==> config.mk <==
export PLATFORM = sky130hd
export DESIGN_NAME = uart_banner_top
export DESIGN_NICKNAME = d
export VERILOG_FILES = /design/src/rtl/uart_banner_pkg.sv /design/src/rtl/uart_banner_if.sv /design/src/rtl/uart_banner_top_uart_tx.sv /design/src/rtl/uart_banner_top.sv
export SDC_FILE = /design/constraint.sdc
export NUM_CORES = 1
export LEC_CHECK = 0
export BUFFER_PORTS_ARGS = -buffer_cell sky130_fd_sc_hd__buf_4
export CORE_AREA = 2 2 64 66
export CTS_CLUSTER_SIZE = 40
export DETAILED_ROUTE_END_ITERATION = 16
export DIE_AREA = 0 0 66 68
export GPL_TIMING_DRIVEN = 0
export PLACE_DENSITY = 0.57
export SYNTH_ARGS = -nofsm -noshare
export SYNTH_HDL_FRONTEND = slang
export SYNTH_SLANG_ARGS = --single-unit
==> constraint.sdc <==
create_clock -name clk -period 2.8 [get_ports clk]
set_input_delay 0.56 -clock clk [delete_from_list [all_inputs] [get_ports clk]]
set_output_delay 0.56 -clock clk [all_outputs]
set_load 0.1 [all_outputs]
==> src/rtl/uart_banner_pkg.sv <==
// Shared types and helpers for the UART banner image: state encodings,
// data width and message byte extraction.
package uart_banner_pkg;

   localparam int unsigned DATA_BITS    = 8;
   localparam int unsigned MSG_MAX_BITS = 1024;

   typedef enum logic [1:0] {IDLE, START, DATA, STOP} tx_state_e;
   typedef enum logic [1:0] {SEND, WAIT_TX, GAP} seq_state_e;

   // Byte idx of a len-byte message, most-significant byte first.
   function automatic logic [DATA_BITS-1:0] msg_byte(input logic [MSG_MAX_BITS-1:0] msg,
                                                     input int unsigned len,
                                                     input int unsigned idx);
      int unsigned shift;
      shift = DATA_BITS * (len - 1 - idx);
      return DATA_BITS'(msg >> shift);
   endfunction

endpackage

==> src/rtl/uart_banner_if.sv <==
// Byte handshake between the banner sequencer and the serial transmitter.
interface uart_banner_if;
   import uart_banner_pkg::*;

   logic                 start;
   logic [DATA_BITS-1:0] data;
   logic                 busy;
   logic                 done;

   modport master (output start, output data, input busy, input done);
   modport slave  (input start, input data, output busy, output done);

endinterface

==> src/rtl/uart_banner_top_uart_tx.sv <==
// 8N1 serial transmitter, LSB first. tx is driven straight from a flop and
// only changes on bit boundaries.
module uart_tx_8n1
   import uart_banner_pkg::*;
#(
   parameter int unsigned CLKS_PER_BIT = 4
) (
   input  logic                 clk,
   input  logic                 rst_n,
   input  logic                 start,
   input  logic [DATA_BITS-1:0] data,
   output logic                 tx,
   output logic                 busy,
   output logic                 done
);

   localparam int unsigned DIV_W = (CLKS_PER_BIT > 1) ? $clog2(CLKS_PER_BIT) : 1;
   localparam int unsigned BIT_W = $clog2(DATA_BITS);
   localparam logic [DIV_W-1:0] DIV_LAST = DIV_W'(CLKS_PER_BIT - 1);
   localparam logic [DIV_W-1:0] DIV_PRE  = DIV_W'(CLKS_PER_BIT - 2);
   localparam logic [BIT_W-1:0] BIT_LAST = BIT_W'(DATA_BITS - 1);

   tx_state_e            state_q, state_d;
   logic [DIV_W-1:0]     div_q, div_d;
   logic [BIT_W-1:0]     bit_cnt_q, bit_cnt_d;
   logic [DATA_BITS-1:0] shift_q, shift_d;
   logic                 tx_q, tx_d;
   logic                 busy_q, busy_d;
   logic                 done_q, done_d;

   always_ff @(posedge clk or negedge rst_n) begin
      if (!rst_n) begin
         state_q   <= IDLE;
         div_q     <= '0;
         bit_cnt_q <= '0;
         shift_q   <= '0;
         tx_q      <= 1'b1;
         busy_q    <= 1'b0;
         done_q    <= 1'b0;
      end else begin
         state_q   <= state_d;
         div_q     <= div_d;
         bit_cnt_q <= bit_cnt_d;
         shift_q   <= shift_d;
         tx_q      <= tx_d;
         busy_q    <= busy_d;
         done_q    <= done_d;
      end
   end

   // done is high during the final stop cycle so the next strobe lands right after the frame.
   always_comb begin
      state_d   = state_q;
      div_d     = div_q;
      bit_cnt_d = bit_cnt_q;
      shift_d   = shift_q;
      tx_d      = tx_q;
      done_d    = 1'b0;
      unique case (state_q)
         IDLE: begin
            if (start) begin
               state_d   = START;
               shift_d   = data;
               div_d     = '0;
               bit_cnt_d = '0;
               tx_d      = 1'b0;
            end
         end
         START: begin
            if (div_q == DIV_LAST) begin
               div_d   = '0;
               state_d = DATA;
               tx_d    = shift_q[0];
            end else begin
               div_d = div_q + DIV_W'(1);
            end
         end
         DATA: begin
            if (div_q == DIV_LAST) begin
               div_d = '0;
               if (bit_cnt_q == BIT_LAST) begin
                  state_d = STOP;
                  tx_d    = 1'b1;
               end else begin
                  bit_cnt_d = bit_cnt_q + BIT_W'(1);
                  shift_d   = shift_q >> 1;
                  tx_d      = shift_q[1];
               end
            end else begin
               div_d = div_q + DIV_W'(1);
            end
         end
         STOP: begin
            if (div_q == DIV_PRE) done_d = 1'b1;
            if (div_q == DIV_LAST) begin
               div_d   = '0;
               state_d = IDLE;
            end else begin
               div_d = div_q + DIV_W'(1);
            end
         end
         default: state_d = IDLE;
      endcase
      busy_d = (state_d != IDLE);
   end

   assign tx   = tx_q;
   assign busy = busy_q;
   assign done = done_q;

endmodule

==> src/rtl/uart_banner_top.sv <==
// Board bring-up image: repeatedly sends a fixed banner on uart_tx (8N1),
// with GAP_CLKS idle cycles between repeats.
module uart_banner_top
   import uart_banner_pkg::*;
#(
   parameter int unsigned            CLKS_PER_BIT = 4,
   parameter int unsigned            MSG_LEN      = 4,
   parameter logic [8*MSG_LEN-1:0]   MSG          = 32'h4869210A,
   parameter int unsigned            GAP_CLKS     = 16
) (
   input  logic clk,
   input  logic rst_n,
   output logic uart_tx
);

   localparam int unsigned IDX_W = (MSG_LEN > 1) ? $clog2(MSG_LEN) : 1;
   localparam int unsigned GAP_W = (GAP_CLKS > 1) ? $clog2(GAP_CLKS) : 1;
   localparam logic [IDX_W-1:0] IDX_LAST = IDX_W'(MSG_LEN - 1);
   localparam logic [GAP_W-1:0] GAP_LAST = GAP_W'((GAP_CLKS > 0) ? GAP_CLKS - 1 : 0);

   uart_banner_if hs ();

   seq_state_e           state_q, state_d;
   logic [IDX_W-1:0]     idx_q, idx_d;
   logic [GAP_W-1:0]     gap_q, gap_d;
   logic                 start_q, start_d;
   logic [DATA_BITS-1:0] data_q, data_d;

   always_ff @(posedge clk or negedge rst_n) begin
      if (!rst_n) begin
         state_q <= SEND;
         idx_q   <= '0;
         gap_q   <= '0;
         start_q <= 1'b0;
         data_q  <= '0;
      end else begin
         state_q <= state_d;
         idx_q   <= idx_d;
         gap_q   <= gap_d;
         start_q <= start_d;
         data_q  <= data_d;
      end
   end

   // Sequencer: strobe one byte, wait for its frame, then advance or idle for the gap.
   always_comb begin
      state_d = state_q;
      idx_d   = idx_q;
      gap_d   = gap_q;
      start_d = 1'b0;
      data_d  = data_q;
      unique case (state_q)
         SEND: begin
            if (!hs.busy) begin
               start_d = 1'b1;
               data_d  = msg_byte(MSG_MAX_BITS'(MSG), MSG_LEN, 32'(idx_q));
               state_d = WAIT_TX;
            end
         end
         WAIT_TX: begin
            if (hs.done) begin
               if (idx_q == IDX_LAST) begin
                  idx_d = '0;
                  gap_d = '0;
                  state_d = (GAP_CLKS == 0) ? SEND : GAP;
               end else begin
                  idx_d   = idx_q + IDX_W'(1);
                  state_d = SEND;
               end
            end
         end
         GAP: begin
            if (gap_q == GAP_LAST) begin
               gap_d   = '0;
               state_d = SEND;
            end else begin
               gap_d = gap_q + GAP_W'(1);
            end
         end
         default: state_d = SEND;
      endcase
   end

   assign hs.start = start_q;
   assign hs.data  = data_q;

   uart_tx_8n1 #(
      .CLKS_PER_BIT (CLKS_PER_BIT)
   ) u_tx (
      .clk   (clk),
      .rst_n (rst_n),
      .start (hs.start),
      .data  (hs.data),
      .tx    (uart_tx),
      .busy  (hs.busy),
      .done  (hs.done)
   );

endmodule

==> impl_results.md <==
- Run status: completed
- Setup repair after global routing missed its margin: false
- Combined global-route utilization of all metal layers: 0.130
- Synth Flop Type: dfrtp_1
- Vias in the first global route: 988
- DR vias: 949
- Number of synthesized flops with an enable pin: 0
- Post-cts gate resize count: 0
- Final GP Congestion: 0.703
- Mapped Nets: 141
- Worst-case hold slack: between 0.15 and 0.2 ns
- First-pass GRT wire length: 4.29 mm
- Synth Area in Compound Gates: 0.157
- Critical path's slowest cell: dfrtp_1
- Share of synthesized cell area in full adder, half adder and majority cells: 0.0952
- Drt pass-1 iters: 4
- Starting density of the core: 0.375
- Hpwl dp: roughly 1.6 mm
- Largest net degree at the start of global routing: 31
- Via density per instance: between 5 and 6
- Cell row count: 23
- Synth warnings: 0
- DRC: 0
- TritonCTS clock tree: yes
- Multiplexer share of the synthesized area: 0.0588
- Die Ht: approximately 68 um
- DP Area: 1520 um2
- Maximum root-to-sink buffer count: 2
- Shortest clock period the worst path allows after layout: 1.80 ns
- Max IR drop VDD: between 0.00015 and 0.0002 V
- Setup violations, final: 0
- Post-layout instance count excluding filler cells: between 150 and 200
- Data arrival time of the worst path: between 1.5 and 2 ns
- Antenna viol nets, final: 0
- Routed length per placed instance: 12.1 um
- Slew of the pin with the lowest slew margin: between 0.4 and 0.5 ns
- Period utilisation layout: 0.641
- CTS clk-pin slew, worst paths: 0.06 ns
- Setup CP Type: flop to flop
- Cell Chain, Critical Path: inv_1, ha_1, and2b_4, a211o_4, buf_6, nand2_1, o21ai_2
- Highest net fanout along the worst path: 10
- Setup fix buffers added after clock tree synthesis: 0
- Horiz. Die Dim: 66 um
- Top-level port count: 3
- CP peak stage delay: 0.43 ns
- Worst path top cell family by delay: flip-flops
- Number of input and output port buffers inserted: 2
- Power per cell area: approximately 490 nW/um2
- Maximum clock frequency: 557 MHz
- Later-pin clock latency in the skew report: approximately 0.27 ns
- Synth Instances: 128
- Dominant combinational cell family by area after synthesis: compound AO/OA/AOI/OAI gates
- Data required time at the worst endpoint: just under 3 ns
- Overflow left after global routing: 0
- Layout Area Growth over Synthesis: 11.7%
- Launching element of the worst setup path: u_tx.state_q[1]
- Antenna diode count: 0
- H-tree levels: 2
- Post-synthesis instance area: 1450 um2
- Simple-gate share of the synthesized area: 0.128
- Total count of max-transition violations in the final report: 0
- Floorplan Core Area: slightly below 4000 um2
- Worst setup EP type: flop
- Type of the worst min-delay path: primary input to asynchronous set/reset pin
- Clock tree sinks: 30
- R2R Path Start: u_tx.state_q[1]
- Number of maximum-capacitance violations: 0
- CTS hold repair buffers: 0
- Inst Count DP: between 150 and 200
- Leakage dissipation: around 0.00076 uW
- Design area: ~1600 um2
- Worst setup SP type: flop
- Share of the yosys chip area belonging to registers: 0.520
- Clock tree skew after final layout: between 0.006 and 0.007 ns
- First DRT Iteration DRCs: 42
- Clock root buffer: clkbuf_8
- Setup TNS: 0 ns
- Synth Area per Inst: 11.3 um2
- Relative slew slack: 0.685
- Antenna violations before repair: 0
- Total clock buffers created by CTS: 5
- Post-Route WL: ~2.3 mm
- Final Hold Violating Endpoints: 0
- Xor and xnor fraction of the mapped netlist area: 0.00606
- Net count of the finished layout: 150
- Register bit count reported by yosys: 30
- Async set-or-reset flop fraction in the synthesized netlist: 1.00
- Synth cell types: 32
- Share of layout cells above drive strength 1: 0.188
- Die area: 4490 um2
- Number of buffers and inverters on the critical path: 2
==> cells in the final DEF, fill, tap and decap left out, types with 3 or more instances in the layout <==
cell / count
clkbuf_8: 6
mux2_2: 4
nand2_1: 14
inv_1: 9
a21oi_1: 7
ha_1: 11
nor2_1: 7
a22o_1: 6
dfrtp_1: 29
mux2i_1: 4
nor2b_1: 4
o21ai_0: 3
o21ai_2: 5
==> area by class of cell <==
cell class	count	area, um2
Buffer	2	16.3
Inverter	9	33.8
Clock inverter	1	5.00
Tap cell	50	62.6
Multi-Input combinational cell	87	644
Clock buffer	7	86.3
Fill cell	388	2240
Timing Repair Buffer	2	15.0
Sequential cell	30	752
==> kinds of logic (layout without fill, tap and decap cells) <==
group / count (synthesis) / after routing
and+or+nand+nor: 36 / 36
DFF: 30 / 30
buffers and inverters: 11 / 21
muxes: 8 / 8
adders and majority gates: 11 / 11
xor gates and xnor gates: 1 / 1
AOI/OAI and AO/OA: 31 / 31
==> power by group <==
group / switching, uW / internal (uW)
logic: 7.84 / 0.948
clock network: 149 / 198
registers: 0 / 434
==> flip-flops by register name, indices dropped and copies added (netlist names) <==
name	cells
u_tx.shift_q	7
gap_q	4
u_tx.bit_cnt_q	3
u_tx.done	1
state_q	2
hs.start	1
u_tx.busy	1
idx_q	2
data_q	4
u_tx.div_q	2
u_tx.tx	1
u_tx.state_q	2
==> Yosys cell counts, types with 2 or more instances <==
cell type / n / area, um2
a22o_1: 6 / 52.6
dfrtp_1: 29 / 726
nand3_1: 2 / 10.0
nor2b_1: 4 / 25.0
mux2_2: 4 / 45.0
a31oi_1: 2 / 12.5
nand2b_1: 2 / 12.5
nor2_1: 7 / 26.3
nand2_1: 14 / 52.6
o211ai_1: 2 / 15.0
mux2i_1: 4 / 40.0
o31ai_1: 2 / 15.0
inv_1: 9 / 33.8
o21ai_2: 5 / 43.8
ha_1: 11 / 138
a21oi_1: 7 / 35.0
o21ai_0: 3 / 15.0
==> path summary, 6_finish.rpt <==
path	slack (ns)	endpoint	cells past startpoint
max in group asynchronous	2.29	u_tx.tx	1
min reg2reg	0.46	state_q[0]	1
max reg2reg	1.00	u_tx.shift_q[6]	7
min	0.20	gap_q[1]	1
min in group clk	0.46	state_q[0]	1
max	1.00	u_tx.shift_q[6]	7
==> worst reg2reg max path, stage by stage, from the launching register on <==
cell     delay, ns
dfrtp_1       0.43
inv_1         0.09
ha_1          0.29
and2b_4       0.24
a211o_4       0.35
buf_6         0.16
nand2_1       0.08
o21ai_2       0.05
==> metal layers <==
layer | global-route usage | vias to the layer above | part of all wire
li1 | - | 460 | -
met1 | 0.151 | 471 | 0.44
met2 | 0.213 | 11 | 0.49
met3 | 0.0395 | 7 | 0.034
met4 | 0.0765 | 0 | 0.025
met5 | 0 | - | 0
==> stage by stage <==
| step | setup WS, ns | power [uW] | utilization |
|---|---|---|---|
| 2_1_floorplan | 1.12 | 442 | - |
| 3_3_place_gp | 1.05 | 451 | 0.395 |
| 3_5_place_dp | 1.02 | 451 | 0.395 |
| 4_1_cts | 0.989 | 805 | 0.419 |
| 5_1_grt | 0.902 | 826 | 0.419 |
| 6_report | 1.00 | 789 | 0.419 |
No activity file was read; power rests on OpenSTA's default activity.
